===== src/rtl/wb_stage.sv =====
// Writeback stage: registers the MEM-stage result, aligns and extends load data,
// and drives the register-file write port, forwarding tap and retirement trace.
module wb_stage (
    input  logic        clk,
    input  logic        rst,
    input  logic        in_valid,
    output logic        in_ready,
    input  logic        wb_hold,
    input  logic [31:0] mem_pc,
    input  logic [31:0] mem_alu_res,
    input  logic [31:0] mem_rdata,
    input  logic [2:0]  mem_load_type,
    input  logic        mem_wen,
    input  logic [4:0]  mem_waddr,
    input  logic        mem_ex,
    output logic        rf_we,
    output logic [4:0]  rf_waddr,
    output logic [31:0] rf_wdata,
    output logic        fwd_valid,
    output logic [4:0]  fwd_addr,
    output logic [31:0] fwd_data,
    output logic [31:0] debug_wb_pc,
    output logic [3:0]  debug_wb_rf_wen,
    output logic [4:0]  debug_wb_rf_wnum,
    output logic [31:0] debug_wb_rf_wdata
);

    typedef enum logic [2:0] {
        LOAD_NONE = 3'd0,
        LOAD_LB   = 3'd1,
        LOAD_LBU  = 3'd2,
        LOAD_LH   = 3'd3,
        LOAD_LHU  = 3'd4,
        LOAD_LW   = 3'd5
    } load_e;

    logic        wb_valid_q, wb_valid_d;
    logic [31:0] pc_q,       pc_d;
    logic [31:0] alu_res_q,  alu_res_d;
    logic [31:0] rdata_q,    rdata_d;
    logic [2:0]  load_type_q, load_type_d;
    logic        wen_q,      wen_d;
    logic [4:0]  waddr_q,    waddr_d;

    logic        capture;
    logic [7:0]  byte_sel;
    logic [15:0] half_sel;
    logic [31:0] wdata;

    assign in_ready = !wb_hold;
    assign capture  = in_valid && in_ready;

    // NOTE: every variable written here gets a default first, so no path can infer a latch.
    always_comb begin
        wb_valid_d  = wb_valid_q;
        pc_d        = pc_q;
        alu_res_d   = alu_res_q;
        rdata_d     = rdata_q;
        load_type_d = load_type_q;
        wen_d       = wen_q;
        waddr_d     = waddr_q;
        if (capture) begin
            wb_valid_d  = 1'b1;
            pc_d        = mem_pc;
            alu_res_d   = mem_alu_res;
            rdata_d     = mem_rdata;
            load_type_d = mem_load_type;
            // r0 is filtered here because the register file does not protect it.
            wen_d       = mem_wen && !mem_ex && (mem_waddr != 5'd0);
            waddr_d     = mem_waddr;
        end else if (!wb_hold) begin
            wb_valid_d  = 1'b0;
        end
    end

    // NOTE: sequential state uses non-blocking assignments so all registers update together.
    always_ff @(posedge clk or posedge rst) begin
        if (rst) begin
            wb_valid_q  <= 1'b0;
            pc_q        <= '0;
            alu_res_q   <= '0;
            rdata_q     <= '0;
            load_type_q <= LOAD_NONE;
            wen_q       <= 1'b0;
            waddr_q     <= '0;
        end else begin
            wb_valid_q  <= wb_valid_d;
            pc_q        <= pc_d;
            alu_res_q   <= alu_res_d;
            rdata_q     <= rdata_d;
            load_type_q <= load_type_d;
            wen_q       <= wen_d;
            waddr_q     <= waddr_d;
        end
    end

    // Little-endian lane select; halfword loads ignore address bit 0.
    always_comb begin
        byte_sel = rdata_q[7:0];
        case (alu_res_q[1:0])
            2'd0:    byte_sel = rdata_q[7:0];
            2'd1:    byte_sel = rdata_q[15:8];
            2'd2:    byte_sel = rdata_q[23:16];
            default: byte_sel = rdata_q[31:24];
        endcase
        half_sel = alu_res_q[1] ? rdata_q[31:16] : rdata_q[15:0];

        wdata = alu_res_q;
        case (load_type_q)
            LOAD_LB:  wdata = {{24{byte_sel[7]}}, byte_sel};
            LOAD_LBU: wdata = {24'd0, byte_sel};
            LOAD_LH:  wdata = {{16{half_sel[15]}}, half_sel};
            LOAD_LHU: wdata = {16'd0, half_sel};
            LOAD_LW:  wdata = rdata_q;
            default:  wdata = alu_res_q;
        endcase
    end

    // Writes fire only once the hold releases, so each instruction commits exactly once.
    assign rf_we             = wb_valid_q && wen_q && !wb_hold;
    assign rf_waddr          = waddr_q;
    assign rf_wdata          = wdata;
    assign fwd_valid         = rf_we;
    assign fwd_addr          = waddr_q;
    assign fwd_data          = wdata;
    assign debug_wb_pc       = pc_q;
    assign debug_wb_rf_wen   = {4{rf_we}};
    assign debug_wb_rf_wnum  = waddr_q;
    assign debug_wb_rf_wdata = wdata;

endmodule


===== config.mk =====
export PLATFORM = sky130hd
export DESIGN_NAME = wb_stage
export DESIGN_NICKNAME = d
export VERILOG_FILES = /design/src/rtl/wb_stage.sv
export SDC_FILE = /design/constraint.sdc
export NUM_CORES = 1
export LEC_CHECK = 0
export ABC_AREA = 0
export CORE_UTILIZATION = 50
export CTS_BUF_LIST = sky130_fd_sc_hd__clkbuf_2
export CTS_CLUSTER_DIAMETER = 50
export DETAILED_ROUTE_END_ITERATION = 7
export DONT_BUFFER_PORTS = 1
export PLACE_DENSITY = 0.74
export SKIP_LAST_GASP = 1
export SLEW_MARGIN = 20
export SYNTH_ARGS = -nofsm -noshare
export SYNTH_HDL_FRONTEND = slang
export SYNTH_SLANG_ARGS = --single-unit

===== constraint.sdc =====
create_clock -name clk -period 4.2 [get_ports clk]
set_clock_uncertainty 0.15 [all_clocks]
set_input_delay 0.42 -clock clk [delete_from_list [all_inputs] [get_ports clk]]
set_output_delay 0.42 -clock clk [all_outputs]
set_load 0.01 [all_outputs]

==> flow_summary_export.csv, run 1 <==
group,metric,value,unit
clock_tree,cts-hold-fix-buffers,108,
synth,ys_seq_elements,106,
status,flow.stopped_at,"clock tree synthesis (4_1_cts)",
die,row_count,39,
clock_tree,ctsResizeCount,0,
synth,yosys-top-cells-area,"dfrtp_1, mux2_2, buf_4, mux4_1, a21oi_1",
die,ioPinCount,260,
synth,synthCells,484,
placed_design,numPortBuffers,0,
synth,yosysTopAreaCell,"dfrtp_1",
clock_tree,clockBufferDepth,2,
synth,yosysSeqAreaShare,0.453,
synth,avgSynthCellArea,12.1,µm²
clock_tree,cts_num_sinks,106,
synth,synth_edf_count,0,
synth,netlist_area,5860,µm²
die,die_h,110,µm
synth,async_reset_ff_frac,1.00,
synth,ys_warn_count,0,
synth,synth.distinct_cells,49,
status,status,"aborted with a tool error",
placed_design,gp_congestion,0.878,
clock_tree,postCtsSetupBuffers,0,
clock_tree,clockRootBuffer,"clkbuf_2",
die,start_util,0.513,
placed_design,dp_hpwl,10200,µm
synth,synth_flop_cell,"dfrtp_1",
status,error,"[ERROR RSZ-0060] Max buffer count reached.",
die,die_w,110,µm
synth,synth_top_area_share,0.453,
synth,synth_nets,594,
clock_tree,ctsHtreeMaxLevel,3,
clock_tree,numCtsBuffers,9,
-- synth_stat cells, types with 2 or more instances --
library cell  count
nand4_1           8
o22ai_1           8
buf_2            16
clkbuf_1         11
mux2_2           97
a21o_1            2
and3b_1           2
mux2_1            7
and3_1            7
o21ai_0           9
a21oi_1          23
nand2_1          18
nor2_1            2
buf_4            81
a31oi_1           6
mux4_1            5
o31ai_1           8
mux4_2            3
mux2i_1           8
buf_6             2
inv_1             4
o32a_1            7
or3_1             2
dfrtp_1         106
buf_1             3
o211ai_1          8
a31oi_2           9
-- kinds of logic after synthesis --
logic type	count (synthesis)	share of synthesized area
multiplexers	120	0.248
AND/OR/NAND/NOR	52	0.0517
buffers and inverters	118	0.136
XOR/XNOR	2	0.00299
flip-flops	106	0.453
AO/OA/AOI/OAI	86	0.109
-- per-stage QoR --
stage,utilization,hold WS [ns],worst slack [ns],cells,cell area [µm²]
floorplan,-,0.297,0.841,484,5860
global placement,0.466,0.305,1.16,521,5320
detailed placement,0.466,0.321,1.03,521,5320
==> run 2: changes to the inputs <==
CORE_UTILIZATION = 35   (was 50)
CTS_BUF_LIST = unset   (was sky130_fd_sc_hd__clkbuf_2)
CTS_CLUSTER_DIAMETER = unset   (was 50)
PLACE_DENSITY = unset   (was 0.74)
PLACE_DENSITY_LB_ADDON = 0.15   (was unset)
==> run 2 against run 1 <==
  * The flow now finishes, with violations (negative hold slack)
  * Synthesized cell count unchanged
  * Area after synthesis unchanged
==> flow_summary_export.csv, run 2 <==
group,metric,value,unit
critical_path,slowest_stage,"and3b_1",
global_route,grt_busiest_layer,"met2",
pwr,p_int,1.91,mW
clock_tree,path_clk_slew,0.08,ns
pwr,power_switching,1.19,mW
synth,avgSynthCellArea,12.1,µm²
synth,synth_nets,594,
clock_tree,worstSkewPairLatency,0.35,ns
clock_tree,cts_num_sinks,106,
synth,synth_top_area_share,0.453,
global_route,grt_start_max_net_pins,96,
final_layout,layout_commonest_cell,"dfrtp_1",
global_route,use_met1,0.207,
route,drt_iter0_drc,175,
placed_design,dpl_worst_slack,1.26,ns
worst_hold_path,hp-class,"in2async",
synth,synth_xor_area_frac,0.00299,
die,die_w,131,µm
synth,netlist_area,5860,µm²
critical_path,worst_setup_path_start_kind,"register",
route,drt_wl_total,14700,µm
synth,synth_most_common_cell,"dfrtp_1",
placed_design,numPortBuffers,0,
final_layout,instances_no_fill,615,
clock_tree,ctsResizeCount,0,
synth,synth_top_family_by_area,"multiplexers",
critical_path,cp.required,3.63,ns
sta,min_period,3.33,ns
final_layout,drive_gt1_frac,0.355,
status,status,"finished with violations",
route,wire_per_inst,23.8,µm
route,ant_nets,0,
clock_tree,cts_tree,"built",
global_route,grt-ovfl-total,0,
route,vias,3414,
clock_tree,ctsHtreeMaxLevel,3,
synth,yosysTopAreaCell,"dfrtp_1",
die,die_h,131,µm
placed_design,dpl_cell_area,5430,µm²
pwr,clock_power_share,0.279,
synth,synth-compound-area-share,0.109,
pwr,max-vdd-ir-drop,0.200,mV
final_layout,stdcell_area,5750,µm²
clock_tree,numCtsBuffers,9,
die,die_area,17300,µm²
synth,yosysSeqAreaShare,0.453,
synth,synth_flop_cell,"dfrtp_1",
global_route,use_met3,0.0760,
sta,slew_headroom,0.314,
clock_tree,clockBufferDepth,2,
placed_design,gp_congestion,0.784,
critical_path,path_cells,"and3b_1 > nand2_1 > a31oi_1",
global_route,grt_use_total,0.172,
clock_tree,cts-hold-fix-buffers,0,
pwr,p_per_area,540,nW/µm²
final_layout,final_cell_mix,"dfrtp_1, mux2_2, a21oi_1",
die,core,16100,µm²
run,drv_cap,0,
sta,fmaxAchievable,300,MHz
die,row_count,46,
sta,whs,-0.0220,ns
critical_path,crit_path_end_kind,"primary output",
critical_path,critPathKind,"reg2out",
die,start_util,0.363,
critical_path,worstPathMaxFanout,24,
synth,async_reset_ff_frac,1.00,
critical_path,worstPathArrival,2.76,ns
sta,finalCritPeriodShare,0.793,
die,ioPinCount,260,
critical_path,crit_family,"simple AND/OR/NAND/NOR gates",
global_route,first_global_vias,3546,
placed_design,dp_hpwl,10400,µm
synth,synthCells,484,
route,drt_pre_antenna_iters,4,
critical_path,cpPeakStageDelay,0.88,ns
final_layout,final_util,0.357,
sta,tightest_slew,1.03,ns
pwr,pwr-share-comb,0.279,
placed_design,dp_cells,594,
status,violations,"negative hold slack",
critical_path,crit_buf_inv,0,
sta,worst_slack,0.868,ns
route,via_per_inst,5.55,
sta,setup_viol,0,
synth,ys_warn_count,0,
global_route,grt_first_pass_wirelength,22100,µm
global_route,grt_antenna_before_repair,10,
synth,synth_mux_area_frac,0.248,
sta,setup_tns,0,ns
synth,synth-simple-area-share,0.0517,
pwr,p_leak,2.27,nW
synth,synth_fa_ha_area_frac,0,
sta,rsz0062_at_grt,"no",
route,remaining_drc_errors,0,
synth,yosys-top-cells-area,"dfrtp_1, mux2_2, buf_4, mux4_1, a21oi_1",
synth,synth_edf_count,0,
final_layout,area_delta_synth_final,-1.77,%
synth,ys_seq_elements,106,
global_route,grt_use_met2,0.269,
synth,ys_top_cells_by_count,"dfrtp_1, mux2_2, buf_4, a21oi_1, nand2_1",
sta,hold_viol,22,
sta,slew_violations,0,
final_layout,nNetsFinal,499,
pwr,pwr-share-seq,0.442,
synth,synth.distinct_cells,49,
pwr,switching_share,0.384,
clock_tree,postCtsSetupBuffers,0,
clock_tree,clockRootBuffer,"clkbuf_16",
pwr,total_power,3.11,mW
[run 2: cell counts after synthesis]
No cell type changed its count.
[run 2: worst paths after layout]
check	depth (start not counted)	from	slack (ns)	to
max	3	load_type_q[0]$_DFFE_PP0P_	0.87	fwd_data[23]
min	1	rst	-0.02	rdata_q[7]$_DFFE_PP0P_
max reg2reg	2	load_type_q[2]$_DFFE_PP0P_	2.85	load_type_q[2]$_DFFE_PP0P_
min reg2reg	1	wb_valid_q$_DFFE_PP0P_	0.35	wb_valid_q$_DFFE_PP0P_
max in group asynchronous	2	rst	2.95	alu_res_q[14]$_DFFE_PP0P_
min in group clk	1	wb_hold	0.03	wb_valid_q$_DFFE_PP0P_
[run 2: final cells by class]
type | count | area (µm²)
fillers | 1598 | 10400
flip-flops and latches | 106 | 2650
multi-input cells | 260 | 2410
well taps | 216 | 270
clock buffers | 9 | 225
clock inverters | 7 | 88.8
repair buffers | 8 | 72.6
inverters | 4 | 17.5
diodes | 5 | 12.5
[run 2: power by group through the flow]
stage | sequential, mW | clock (mW) | combinational (mW)
2_1_floorplan | 1.29 | 0 | 1.12
3_3_place_gp | 1.39 | 0 | 0.866
3_5_place_dp | 1.39 | 0 | 0.878
4_1_cts | 1.38 | 0.906 | 0.880
5_1_grt | 1.40 | 0.936 | 0.942
6_report | 1.37 | 0.868 | 0.867
[run 2: cell families (layout without fill, tap and decap cells)]
kind of cell | Yosys count | count (layout)
muxes | 120 | 120
buffers and inverters | 118 | 28
DFF | 106 | 106
AOI/OAI and AO/OA | 86 | 86
and+or+nand+nor | 52 | 52
xor gates and xnor gates | 2 | 2
other | 0 | 5
[run 2: layer usage]
metal / vias up / wire [µm]
li1: 1507 / -
met1: 1690 / 6040
met2: 181 / 6770
met3: 26 / 1500
met4: 10 / 262
met5: - / 81
Power figures use the tool's default switching activity.
==> patch (config.mk and constraints of run 2) <==
Put a register stage on the outputs `debug_wb_rf_wen` and `debug_wb_rf_wdata`. The values now appear one clock later. The other outputs are not delayed to match.
--- a/src/rtl/wb_stage.sv
+++ b/src/rtl/wb_stage.sv
@@ -126,5 +126,7 @@
     assign debug_wb_pc       = pc_q;
-    assign debug_wb_rf_wen   = {4{rf_we}};
     assign debug_wb_rf_wnum  = waddr_q;
-    assign debug_wb_rf_wdata = wdata;
+    always_ff @(posedge clk) begin
+        debug_wb_rf_wen   <= {4{rf_we}};
+        debug_wb_rf_wdata <= wdata;
+    end
 
Behaviour: not the same (Yosys sat finds a counterexample within 4 cycles, from zero or initial values and one cycle with rst high).
==> patch against run 2 <==
Setup slack lost 0.068 ns; die area up 7.7%; wire length is 13% higher; synthesized area grew 7.8%; clock power increased by 77%; synthesized cell count up 8.3%; total power is 39% higher; final area is 37% higher; sequential cell count is 33 higher.
==> patch: results (changes against run 2) <==
The flow ran to the end, and the final reports show no timing, DRC or antenna violations. The number of detailed-route iterations in the first pass is 5 (+1). The length in cells of the worst reg-to-reg path is 5 (+3). The total placed instance area came to 6190 um^2 (+14%). The insertion delay to the later sink of the worst-skew pair is 0.43 ns (+0.08 ns).

The global-route track usage on met1 came out at 21.4% (+0.75 points). Ranked by instance count, the synthesized netlist is headed by sky130_fd_sc_hd__dfrtp_1, sky130_fd_sc_hd__mux2_2, sky130_fd_sc_hd__buf_4, sky130_fd_sc_hd__nand2_1, sky130_fd_sc_hd__dfxtp_1. The leakage dissipation was 3.19 nW (+41%).

The hold buffer count at CTS came out at 108 (+108). The depth of the CTS H-tree was 4 (+1). For this design, the slowest cell found on the critical path is sky130_fd_sc_hd__o21ai_0.

The slack of the worst reg-to-reg path came to 1.46 ns (-1.39 ns). The initial antenna violation count is 1 (-9). The normalized max-slew margin is 45.5% (+14 points).

The total instance count after detailed placement is 680 (+14%). The net switching power of the design is 0.00145 W (+21%). The number of unique standard cell types used by synthesis is 45 (-8.2%). The final routed wirelength across all metal layers was 16600 um (+13%). The count of fill cells added during filler insertion is 1578 (-1.3%).

The maximum number of pins on one net before global-route repair is 112 (+17%). The total inserted antenna cells is 0 (-5). The number of global-route vias before repair came out at 4551 (+28%). The worst supply voltage drop on vdd is 0.000443 V (+120%). The total half-perimeter wirelength after legalization and detailed placement is 11300 um (+8.9%). The kind of path behind the tightest hold check is input pin to flip-flop. The share of layout cells above drive strength 1 is 25.9% (-9.7 points).
patch: cell types whose count changed after synthesis, sizes merged, moves of 8 or more:
cell            run 2  this run
dfxtp               0        33
buf               103        72
nor2                2        25
nand3               1        23
nand2              18        34
a21oi              24        15
o2bb2ai             0         8
o31ai               8         0
patch: kinds of logic after synthesis:
logic type             synth area share, %
AO/OA/AOI/OAI                         9.22
XOR/XNOR                             0.139
buffers and inverters                 9.04
flip-flops                            52.5
multiplexers                          22.3
AND/OR/NAND/NOR                       6.80
patch: layer usage:
metal	vias to the layer above	wire length, um	share of wire, %
met5	-	13	0.078
met4	2	291	1.8
met3	24	1320	8.0
met2	207	8230	50
met1	2130	6730	41
li1	1955	-	-
patch: power by group through the flow:
stage                     Combinational (W)  Clock (W)  Sequential (W)
after floorplan                    0.000847          0         0.00181
after global placement             0.000801          0         0.00192
after detailed placement           0.000813          0         0.00192
after CTS                          0.000896    0.00158         0.00190
after global routing               0.000973    0.00164         0.00194
final                              0.000883    0.00154         0.00190
patch: how the worst max path moves through the flow:
stage | startpoint | end | slack [ns] | depth (start not counted)
after CTS | alu_res_q[1] | fwd_data[0] | 0.85 | 5
final | alu_res_q[1] | fwd_data[0] | 0.80 | 5
after global placement | alu_res_q[1] | rf_wdata[0] | 1.36 | 5
after floorplan | rst | alu_res_q[0] | 0.84 | 1
after global routing | alu_res_q[1] | fwd_data[0] | 0.60 | 5
after detailed placement | alu_res_q[1] | fwd_data[0] | 1.32 | 5
patch: layout make-up:
cell class / count / area, um^2 / area share [%]
Sequential cell: 139 / 3310 / 42.1
Multi-Input combinational cell: 293 / 2440 / 31.0
Timing Repair Buffer: 123 / 1210 / 15.3
Clock buffer: 17 / 425 / 5.41
Tap cell: 225 / 282 / 3.58
Clock inverter: 15 / 175 / 2.23
Inverter: 8 / 32.5 / 0.413
